File: config.mk
export PLATFORM = sky130hd
export DESIGN_NAME = niu_tx_frame_shaper_flat
export DESIGN_NICKNAME = d
export VERILOG_FILES = /design/src/rtl/niu_tx_frame_shaper_if.sv /design/src/rtl/niu_tx_frame_shaper.sv /design/src/flat_wrapper.sv
export SDC_FILE = /design/constraint.sdc
export NUM_CORES = 1
export LEC_CHECK = 0
export CAP_MARGIN = 20
export CELL_PAD_IN_SITES_DETAIL_PLACEMENT = 2
export CELL_PAD_IN_SITES_GLOBAL_PLACEMENT = 2
export CORE_AREA = 2 2 260 134
export CTS_CLUSTER_DIAMETER = 60
export CTS_CLUSTER_SIZE = 20
export DETAILED_ROUTE_END_ITERATION = 8
export DIE_AREA = 0 0 262 136
export GPL_ROUTABILITY_DRIVEN = 0
export PLACE_DENSITY = 0.87
export SKIP_CTS_REPAIR_TIMING = 1
export SLEW_MARGIN = 20
export SYNTH_ARGS = -nofsm -noshare
export SYNTH_HDL_FRONTEND = slang
export SYNTH_SLANG_ARGS = --single-unit
File: constraint.sdc
create_clock -name clk156 -period 7.7 [get_ports clk156]
set_clock_uncertainty 0.05 [all_clocks]
set_input_delay 1.54 -clock clk156 [delete_from_list [all_inputs] [get_ports clk156]]
set_output_delay 1.54 -clock clk156 [all_outputs]
set_load 0.03 [all_outputs]
File: src/rtl/niu_tx_frame_shaper_if.sv
// AXI-Stream beat bundle between the user TX stream, the shaper and the NIU.
interface niu_tx_frame_shaper_if;
  logic [63:0] tdata;
  logic [7:0]  tkeep;
  logic        tvalid;
  logic        tlast;
  logic        tuser;
  logic        tready;

  modport master (output tdata, tkeep, tvalid, tlast, tuser, input tready);
  modport slave  (input tdata, tkeep, tvalid, tlast, output tready);
endinterface

File: src/rtl/niu_tx_frame_shaper.sv
// TX frame shaper: pads short frames to MIN_BYTES, truncates frames beyond
// MAX_BYTES (tuser marks the cut), and counts pad/trunc/frame events.
module niu_tx_frame_shaper #(
  parameter int unsigned MIN_BYTES = 60,
  parameter int unsigned MAX_BYTES = 1514,
  parameter int unsigned CNT_W     = 32
) (
  input  logic                    clk156,
  input  logic                    reset,
  niu_tx_frame_shaper_if.slave    s_axis,
  niu_tx_frame_shaper_if.master   m_axis,
  output logic [CNT_W-1:0]        pad_count,
  output logic [CNT_W-1:0]        trunc_count,
  output logic [CNT_W-1:0]        frame_count
);

  localparam int unsigned DATA_W = 64;
  localparam int unsigned KEEP_W = 8;
  localparam int unsigned ACC_W  = 14;
  localparam int unsigned LEN_W  = 15;
  localparam int unsigned NIB_W  = 4;

  localparam logic [LEN_W-1:0] MIN_LEN    = LEN_W'(MIN_BYTES);
  localparam logic [LEN_W-1:0] MAX_LEN    = LEN_W'(MAX_BYTES);
  localparam logic [NIB_W-1:0] PAD_LAST_N = ((MIN_BYTES % 8) == 0) ? NIB_W'(8)
                                                                  : NIB_W'(MIN_BYTES % 8);

  typedef enum logic [1:0] {ST_PASS, ST_PAD, ST_DISCARD} state_e;

  // Keep mask covering the first n bytes (n = 1..8).
  function automatic logic [KEEP_W-1:0] keep_lsbs(input logic [NIB_W-1:0] n);
    logic [KEEP_W:0] m;
    m = (9'(1) << n) - 9'(1);
    return m[KEEP_W-1:0];
  endfunction

  // Zero every data byte whose keep bit is clear.
  function automatic logic [DATA_W-1:0] mask_data(input logic [DATA_W-1:0] d,
                                                  input logic [KEEP_W-1:0] k);
    logic [DATA_W-1:0] r;
    for (int i = 0; i < int'(KEEP_W); i++) begin
      r[8*i +: 8] = k[i] ? d[8*i +: 8] : 8'h00;
    end
    return r;
  endfunction

  state_e              state_q, state_d;
  logic [ACC_W-1:0]    acc_q, acc_d;
  logic [DATA_W-1:0]   m_data_q;
  logic [KEEP_W-1:0]   m_keep_q;
  logic                m_valid_q, m_last_q, m_user_q;
  logic [CNT_W-1:0]    pad_cnt_q, trunc_cnt_q, frame_cnt_q;

  logic                load_c, s_ready_c, emit_c;
  logic [DATA_W-1:0]   e_data_c;
  logic [KEEP_W-1:0]   e_keep_c;
  logic                e_last_c, e_user_c;
  logic                pad_inc_c, trunc_inc_c, frame_inc_c;
  logic [NIB_W-1:0]    beat_bytes_c, trim_n_c, pad_n_c;
  logic [LEN_W-1:0]    acc_ext_c, new_len_c, acc_p8_c;

  assign load_c = !m_valid_q || m_axis.tready;

  // Byte accounting for the beat currently offered on the input.
  always_comb begin
    beat_bytes_c = '0;
    for (int i = 0; i < int'(KEEP_W); i++) begin
      beat_bytes_c = beat_bytes_c + NIB_W'(s_axis.tkeep[i]);
    end
    acc_ext_c = LEN_W'(acc_q);
    new_len_c = acc_ext_c + LEN_W'(beat_bytes_c);
    acc_p8_c  = acc_ext_c + LEN_W'(8);
    trim_n_c  = NIB_W'(MAX_LEN - acc_ext_c);
    pad_n_c   = NIB_W'(MIN_LEN - acc_ext_c);
  end

  // Next-state, next output beat and counter-increment decisions.
  always_comb begin
    state_d     = state_q;
    acc_d       = acc_q;
    s_ready_c   = 1'b0;
    emit_c      = 1'b0;
    e_data_c    = '0;
    e_keep_c    = '0;
    e_last_c    = 1'b0;
    e_user_c    = 1'b0;
    pad_inc_c   = 1'b0;
    trunc_inc_c = 1'b0;
    case (state_q)
      ST_PASS: begin
        s_ready_c = load_c;
        if (s_axis.tvalid && load_c) begin
          emit_c   = 1'b1;
          e_keep_c = s_axis.tkeep;
          e_data_c = mask_data(s_axis.tdata, s_axis.tkeep);
          acc_d    = new_len_c[ACC_W-1:0];
          if (new_len_c >= MAX_LEN && (!s_axis.tlast || new_len_c > MAX_LEN)) begin
            e_keep_c    = keep_lsbs(trim_n_c);
            e_data_c    = mask_data(s_axis.tdata, keep_lsbs(trim_n_c));
            e_last_c    = 1'b1;
            e_user_c    = 1'b1;
            trunc_inc_c = 1'b1;
            acc_d       = '0;
            state_d     = s_axis.tlast ? ST_PASS : ST_DISCARD;
          end else if (s_axis.tlast && new_len_c >= MIN_LEN) begin
            e_last_c = 1'b1;
            acc_d    = '0;
          end else if (s_axis.tlast) begin
            // Short frame: padded end either lands in this beat or in PAD.
            if (MIN_LEN <= acc_p8_c) begin
              e_keep_c  = keep_lsbs(pad_n_c);
              e_last_c  = 1'b1;
              pad_inc_c = 1'b1;
              acc_d     = '0;
            end else begin
              e_keep_c = '1;
              acc_d    = acc_p8_c[ACC_W-1:0];
              state_d  = ST_PAD;
            end
          end
        end
      end
      ST_PAD: begin
        if (load_c) begin
          emit_c = 1'b1;
          if (MIN_LEN <= acc_p8_c) begin
            e_keep_c  = keep_lsbs(PAD_LAST_N);
            e_last_c  = 1'b1;
            pad_inc_c = 1'b1;
            acc_d     = '0;
            state_d   = ST_PASS;
          end else begin
            e_keep_c = '1;
            acc_d    = acc_p8_c[ACC_W-1:0];
          end
        end
      end
      ST_DISCARD: begin
        s_ready_c = 1'b1;
        if (s_axis.tvalid && s_axis.tlast) begin
          acc_d   = '0;
          state_d = ST_PASS;
        end
      end
      default: begin
        state_d = ST_PASS;
        acc_d   = '0;
      end
    endcase
    if (reset) begin
      s_ready_c = 1'b0;
    end
  end

  assign frame_inc_c = emit_c && e_last_c;

  // State, output register stage and saturating statistics.
  always_ff @(posedge clk156) begin
    if (reset) begin
      state_q     <= ST_PASS;
      acc_q       <= '0;
      m_data_q    <= '0;
      m_keep_q    <= '0;
      m_valid_q   <= 1'b0;
      m_last_q    <= 1'b0;
      m_user_q    <= 1'b0;
      pad_cnt_q   <= '0;
      trunc_cnt_q <= '0;
      frame_cnt_q <= '0;
    end else begin
      state_q <= state_d;
      acc_q   <= acc_d;
      if (load_c) begin
        m_valid_q <= emit_c;
        if (emit_c) begin
          m_data_q <= e_data_c;
          m_keep_q <= e_keep_c;
          m_last_q <= e_last_c;
          m_user_q <= e_user_c;
        end
      end
      if (pad_inc_c && pad_cnt_q != '1) begin
        pad_cnt_q <= pad_cnt_q + CNT_W'(1);
      end
      if (trunc_inc_c && trunc_cnt_q != '1) begin
        trunc_cnt_q <= trunc_cnt_q + CNT_W'(1);
      end
      if (frame_inc_c && frame_cnt_q != '1) begin
        frame_cnt_q <= frame_cnt_q + CNT_W'(1);
      end
    end
  end

  assign s_axis.tready = s_ready_c;
  assign m_axis.tdata  = m_data_q;
  assign m_axis.tkeep  = m_keep_q;
  assign m_axis.tvalid = m_valid_q;
  assign m_axis.tlast  = m_last_q;
  assign m_axis.tuser  = m_user_q;
  assign pad_count     = pad_cnt_q;
  assign trunc_count   = trunc_cnt_q;
  assign frame_count   = frame_cnt_q;

endmodule
File: src/flat_wrapper.sv
// flat-port wrapper written by rule: the top's interface ports become plain ports
module niu_tx_frame_shaper_flat 
#(
  parameter int unsigned MIN_BYTES = 60,
  parameter int unsigned MAX_BYTES = 1514,
  parameter int unsigned CNT_W     = 32
)
  (clk156, reset, pad_count, trunc_count, frame_count, s_axis_tdata, s_axis_tkeep, s_axis_tvalid, s_axis_tlast, s_axis_tready, m_axis_tdata, m_axis_tkeep, m_axis_tvalid, m_axis_tlast, m_axis_tuser, m_axis_tready);
  niu_tx_frame_shaper_if s_axis_i ();
  niu_tx_frame_shaper_if m_axis_i ();
  input  logic clk156;
  input  logic reset;
  output logic [CNT_W-1:0] pad_count;
  output logic [CNT_W-1:0] trunc_count;
  output logic [CNT_W-1:0] frame_count;
  input wire logic [$bits(s_axis_i.tdata)-1:0] s_axis_tdata;
  input wire logic [$bits(s_axis_i.tkeep)-1:0] s_axis_tkeep;
  input wire logic [$bits(s_axis_i.tvalid)-1:0] s_axis_tvalid;
  input wire logic [$bits(s_axis_i.tlast)-1:0] s_axis_tlast;
  output wire logic [$bits(s_axis_i.tready)-1:0] s_axis_tready;
  output wire logic [$bits(m_axis_i.tdata)-1:0] m_axis_tdata;
  output wire logic [$bits(m_axis_i.tkeep)-1:0] m_axis_tkeep;
  output wire logic [$bits(m_axis_i.tvalid)-1:0] m_axis_tvalid;
  output wire logic [$bits(m_axis_i.tlast)-1:0] m_axis_tlast;
  output wire logic [$bits(m_axis_i.tuser)-1:0] m_axis_tuser;
  input wire logic [$bits(m_axis_i.tready)-1:0] m_axis_tready;
  assign s_axis_i.tdata = s_axis_tdata;
  assign s_axis_i.tkeep = s_axis_tkeep;
  assign s_axis_i.tvalid = s_axis_tvalid;
  assign s_axis_i.tlast = s_axis_tlast;
  assign s_axis_tready = s_axis_i.tready;
  assign m_axis_tdata = m_axis_i.tdata;
  assign m_axis_tkeep = m_axis_i.tkeep;
  assign m_axis_tvalid = m_axis_i.tvalid;
  assign m_axis_tlast = m_axis_i.tlast;
  assign m_axis_tuser = m_axis_i.tuser;
  assign m_axis_i.tready = m_axis_tready;
  niu_tx_frame_shaper #(.MIN_BYTES(MIN_BYTES), .MAX_BYTES(MAX_BYTES), .CNT_W(CNT_W)) u_core (.clk156(clk156), .reset(reset), .s_axis(s_axis_i), .m_axis(m_axis_i), .pad_count(pad_count), .trunc_count(trunc_count), .frame_count(frame_count));
endmodule
==> results list, run 1 <==
- Of the cells placed in the final design, the portion with a size suffix greater than 1 is 6.10%.
- Min Tclk post-route: 7.09 ns
- Routed WL per cell: around 21 um
- Hold/Removal Path Class: reg2reg
- Dividing total power by cell area gives a power density of 184 nW/um2.
* Sequential area share after synthesis: 40.7%
- Clk slew on worst S/H paths: roughly 0.080 ns
- Area growth from synthesis to final layout: 38.4%
* Row Count: 48
* Startpoint type of the worst setup path: primary input
- For this run, the post-layout net count is roughly 1400.
* Floorplan die width: 262 um
* Half-perimeter wire length of the detailed placement result: around 28000 um
* Buffers from clock root to sink, at most: 2
* Share of Yosys cell area claimed by the top area cell type: around two fifths
* Total of max-cap violations: 0
- The region available for standard cell placement spans 33600 um2.
* Maximum fanout count along the critical path: 16
- In this run, CTS created clock tree buffers numbering 17.
- The hold violation count in the final report is 0.
- The critical path is of the in2reg type.
- In this run, synthesis produced a sequential element count of 187.
- Top-Level Pins: 249
- Commonest cells in the netlist: nor2_1, dfxtp_1, a22oi_1
* Detailed Routing Iterations Pass 1: 5
* Peak supply drop: 0.154 mV
- The first global-routing pass estimated 58600 um of wire.
- Across all setup checks in the final design, the least slack found is 0.607 ns.
- Most instantiated library cell after synthesis: nor2_1
* Setup TNS after final layout: 0 ns
* CP Data Arrival Time: roughly 7.4 ns
- First DRT Iteration DRCs: ~530
- Clk Latency, worst-skew pair: 0.47 ns
* Global routing usage summed across all routing layers: 21.2%
- Cell count after synthesis: 1095
- The number of global-route vias before repair was ~10000.
- CTS H-Tree Depth: 4
* Number of distinct library cells after synthesis: 78
- The flow ran to the end, and the final reports show no timing, DRC or antenna violations.
- Setup violators final: 0
* Pin count of the biggest net entering global routing: 75
- Among all flip-flop cells after synthesis, the most frequent one is dfxtp_1.
- After global routing the overflow that remains totals 0.
- Post-route ant nets: 0
- After detailed routing, the number of vias per cell comes to 5.23.
* Leakage dissipation: approximately 4.4 nW
* Number of antenna diodes: 0
- The die covers 35600 um2.
* FMAX: 0.141 GHz
- For this configuration, the core starts out at a cell density of a little over a quarter.
* Fin crit share: 92.1%
- Measured along the y axis, the die boundary spans approximately 140 um.
- Post-placement setup slack: between 0.3 and 0.4 ns
- Summing all non-filler instances in the final layout gives an area of roughly 13000 um2.
* Cells taking the most area after synthesis: dfxtp_1, nor2_1, a22oi_1
* Number of warning messages in the yosys log: 0
- RSZ-0062 raised after global routing: false
- In this run, synthesis inferred 0 flip-flops with an integrated enable.
- Remaining routing DRC violations: 0
* Clock root buffer: clkbuf_16
* Placed inst area: 12100 um2
- Number of max-slew violations in the final report: 0
- The clock drives 187 sinks.
- Cell type with the largest total area after synthesis: dfxtp_1
- Counting every net in the synthesized netlist gives 1192.
* Total wire length: 37400 um
* Port Buf Inserts: roughly 250
- Across all layers, the routed design uses 9293 vias.
- STA puts the critical path data required time at 7.96 ns.
- Antenna violations before repair: 0
- Avg Synthesized Cell Area: ~8.4 um2
- Element type at the critical path end: flip-flop
- TritonCTS built the clock tree.
- After synthesis the cells add up to about 9200 um2.
* Worst-Margin Slew: 1.06 ns
* Worst slew slack as a fraction of its limit: 29.3%
- Of all flip-flops after synthesis, the portion carrying an async set or reset was 0%.
sequential cells by signal (all words and copies together) (netlist names):
register	count
u_core.acc_q	14
u_core.frame_count	32
u_core.m_axis.tdata	64
u_core.m_axis.tkeep	8
u_core.m_axis.tlast	1
u_core.m_axis.tuser	1
u_core.m_axis.tvalid	1
u_core.pad_count	32
u_core.state_q	2
u_core.trunc_count	32
power by group:
group | internal, W | switching [W]
registers | 0.000989 | 0.0000226
logic | 0.000136 | 0.000218
clock network | 0.000540 | 0.000444
critical path, cell delays in order:
cell and delay, ns:
clkdlybuf4s50_1 0.47, ha_1 0.32, inv_1 0.08, fa_1 0.42, fa_1 0.51, fa_1 0.17
inv_1 0.06, fa_1 0.37, xor2_1 0.16, ha_1 0.40, o21ai_0 0.19, o21ai_0 0.43
o311ai_2 0.28, or2_2 0.36, nor4_1 0.38, buf_4 0.21, o211ai_1 0.13, buf_4 0.25
nor4_1 0.37, xnor2_1 0.16, nor2_1 0.05
path summary, 6_finish.rpt:
path / start / to / slack, ns / depth (start not counted)
worst max-delay path: s_axis_tkeep[0] / u_core.pad_count[27] / 0.61 / 21
worst min-delay path: u_core.trunc_count[24] / u_core.trunc_count[24] / 0.45 / 2
worst max register to register: u_core.acc_q[0] / u_core.trunc_count[8] / 3.49 / 12
worst min register to register: u_core.trunc_count[24] / u_core.trunc_count[24] / 0.45 / 2
layer usage:
layer	up-vias	global-route usage, %	share of wire, %
met5	-	0	0
met4	0	5.02	1.3
met3	27	5.87	6.5
met2	248	32.6	44
met1	4669	29.5	49
li1	4349	-	-
area by class of cell:
cell class / count / area (um2)
Multi-Input combinational cell: 819 / 5100
Sequential cell: 187 / 3740
Fill cell: 3759 / 20900
Clock buffer: 20 / 457
Timing Repair Buffer: 263 / 2600
Tap cell: 450 / 563
Inverter: 27 / 101
Clock inverter: 12 / 173
per-stage QoR:
| stage | util, % | instances | hold WS [ns] | power [W] |
|---|---|---|---|---|
| 2_1_floorplan | - | 1095 | 0.422 | 0.00123 |
| 3_3_place_gp | 36.0 | 1746 | 0.427 | 0.00137 |
| 3_5_place_dp | 36.0 | 1746 | 0.444 | 0.00138 |
| 4_1_cts | 37.9 | 1778 | 0.455 | 0.00238 |
| 5_1_grt | 37.9 | 1778 | 0.479 | 0.00245 |
| 6_report | 37.9 | 1778 | 0.447 | 0.00235 |
cell families (layout without fill, tap and decap cells):
group           count (synthesis)  after routing  synth area share, %
buf+inv                        89            322                 3.89
compound gates                227            227                 17.3
mux                            10             10                 1.22
flops                         187            187                 40.7
simple gates                  483            483                 26.2
xor+xnor                       79             79                 7.60
fa+ha+maj                      20             20                 3.13
layout by cell type (no fill, tap or decap), types with 14 or more instances in the layout:
master and count:
a21oi_1 49, a22oi_1 69, and3_1 21, buf_4 15
clkbuf_16 17, clkdlybuf4s50_1 247, dfxtp_1 187, ha_1 15
inv_1 27, nand2_1 65, nand3_1 47, nand4_1 34
nor2_1 194, nor3_1 22, nor4_1 14, o21ai_0 36
or3_1 20, xnor2_1 31, xor2_1 47
No activity file was read; power rests on OpenSTA's default activity.
==> run 2: changes to the inputs <==
==> constraint.sdc (replaced) <==
create_clock -name clk156 -period 7.4 [get_ports clk156]
set_clock_uncertainty 0.05 [all_clocks]
set_input_delay 1.48 -clock clk156 [delete_from_list [all_inputs] [get_ports clk156]]
set_output_delay 1.48 -clock clk156 [all_outputs]
set_load 0.03 [all_outputs]
==> run 2 against run 1 <==
  * Sequential share of layout area about the same
  * Sequential power up 5%
  * Cell area about the same
  * Via count down 0.62%
  * Critical path type unchanged
  * Global-route usage down 0.11 points
  * Worst hold slack better by 0.016 ns
  * Non-clock buffer count up 5
  * Largest power group unchanged
==> results list, run 2 (synthesized netlist as in run 1, its figures left out) <==
- The routed design has 37700 um of wire.
* Clk slew on worst S/H paths: 0.08 ns
- Dividing the final minimum period by the clock period gives 95.0%.
- Area of combinational cells with multiple inputs: slightly above 5000 um2
* Half-perimeter wire length of the detailed placement result: 28100 um
* Power density normalized to cell area: between 150 and 200 nW/um2
* CTS tree: yes
- Hold/Removal Path Class: reg2reg
- The number of global-route vias before repair was 9893.
- Peak supply drop: 0.162 mV
* Pin count of the biggest net entering global routing: about 100
- Result of the run: completed
* Leading cell type in the layout, fill and taps excluded: clkdlybuf4s50_1
- Number of nets in the final layout: 1417
- Element type at the critical path end: flip-flop
- Num CTS Buffers: 17
- The cell sitting at the root of the clock tree is a clkbuf_16.
- Starting utilization of the core area: 27.4%
- Measured along the y axis, the die boundary spans ~140 um.
* Worst-Margin Slew: 1.07 ns
* Area growth from synthesis to final layout: 38.5%
* Global routing usage summed across all routing layers: 21.1%
- The number of antenna diodes in the final layout is 0.
- The floorplan step defined a core boundary enclosing approximately 34000 um2.
- Setup repair after global routing left no endpoint under its margin.
- Post-route ant nets: 0
- Vias per cell: 5.18
- Floorplan die width: 262 um
- FMAX: 0.142 GHz
- Worst slew slack as a fraction of its limit: 28.3%
* Fin. Hold Viols: 0
* Routed WL per cell: ~21 um
- The first global-routing pass estimated 58200 um of wire.
* Antenna violations before repair: 0
- In the layout the commonest cells are clkdlybuf4s50_1, nor2_1, dfxtp_1.
* Remaining routing DRC violations: 0
- Buffers from clock root to sink, at most: 2
* Setup violators final: 0
* Number of clock sinks: 187
- Required time of the critical path: between 7 and 8 ns
- Maximum fanout count along the critical path: 12
* Overall die area: 35600 um2
- Of the cells placed in the final design, the portion with a size suffix greater than 1 is 6.53%.
* Startpoint type of the worst setup path: primary input
- Number of vias after detailed routing: between 9000 and 10000
* Footprint of the flip-flops and latches: approximately 3700 um2
- The worst path in the final design needs a cycle of 7.03 ns, including I/O delays and setup.
- Fillers: 3724
- Detailed Routing Iterations Pass 1: 5
- Max-cap violations in this run came to 0.
* Flip-flop count of the largest register after layout: 64
- CTS built an H-tree with a depth of 4.
* CP Data Arrival Time: ~7.4 ns
- Post-layout power: 0.00239 W
- Clk Latency, worst-skew pair: between 0.4 and 0.5 ns
- Final hold analysis gives a worst-case slack of approximately 0.46 ns.
* First DRT Iteration DRCs: 496
- Top-Level Pins: 249
- Leakage dissipation: 4.40 nW
- By startpoint and endpoint, the worst setup path is classified as in2reg.
- Port Buf Inserts: 248
* Number of max-slew violations in the final report: 0
* Row Count: 48
* Total overflow reported by the global router: 0
==> run 2: worst max-delay path, stage by stage <==
cell             delay (ns)
clkdlybuf4s50_1        0.46
ha_1                   0.31
inv_1                  0.06
fa_1                   0.53
fa_1                   0.45
fa_1                   0.38
inv_1                  0.10
fa_1                   0.48
ha_1                   0.32
a21oi_1                0.22
o22a_2                 0.31
nor4b_1                0.08
o21ai_1                0.41
a221o_1                0.38
buf_4                  0.26
o21ai_0                0.09
a21oi_1                0.64
a22oi_1                0.17
nor2_1                 0.18
==> run 2: final timing paths <==
kind	startpoint	cells past startpoint	slack (ns)	to
max	s_axis_tkeep[1]	19	0.37	u_core.m_axis.tdata[14]
max reg2reg	u_core.acc_q[3]	11	3.12	u_core.m_axis.tdata[14]
min	u_core.m_axis.tkeep[0]	2	0.46	u_core.m_axis.tkeep[0]
min reg2reg	u_core.m_axis.tkeep[0]	2	0.46	u_core.m_axis.tkeep[0]
==> run 2: final cells by class <==
| type | count | share of cell area, % |
|---|---|---|
| multi-input combinational | 819 | 40.0 |
| sequential | 187 | 29.4 |
| timing repair buffer | 268 | 20.7 |
| tap | 450 | 4.42 |
| clock buffer | 17 | 3.34 |
| clock inverter | 15 | 1.40 |
| inverter | 27 | 0.795 |
==> run 2: layer usage <==
layer,routed length [um],vias to the layer above,GRT usage [%]
met5,0,-,0
met4,378,0,4.83
met3,2330,24,5.70
met2,16700,203,32.5
met1,18300,4651,29.4
li1,-,4357,-
==> run 2: power breakdown <==
group	total [W]	internal, W	switching (W)
Sequential	0.00106	0.00103	0.0000318
Clock	0.000965	0.000485	0.000480
Combinational	0.000365	0.000143	0.000222
==> run 2: metrics by stage <==
stage | area, um2 | setup TNS [ns] | instances | worst slack (ns) | utilization [%]
2_1_floorplan | 9200 | 0 | 1095 | 1.20 | -
3_3_place_gp | 12100 | 0 | 1747 | 0.187 | 36.0
3_5_place_dp | 12100 | -0.0438 | 1747 | -0.0438 | 36.0
4_1_cts | 12700 | 0 | 1779 | 0.380 | 37.8
5_1_grt | 12700 | 0 | 1783 | 0.109 | 37.9
6_report | 12700 | 0 | 1783 | 0.370 | 37.9
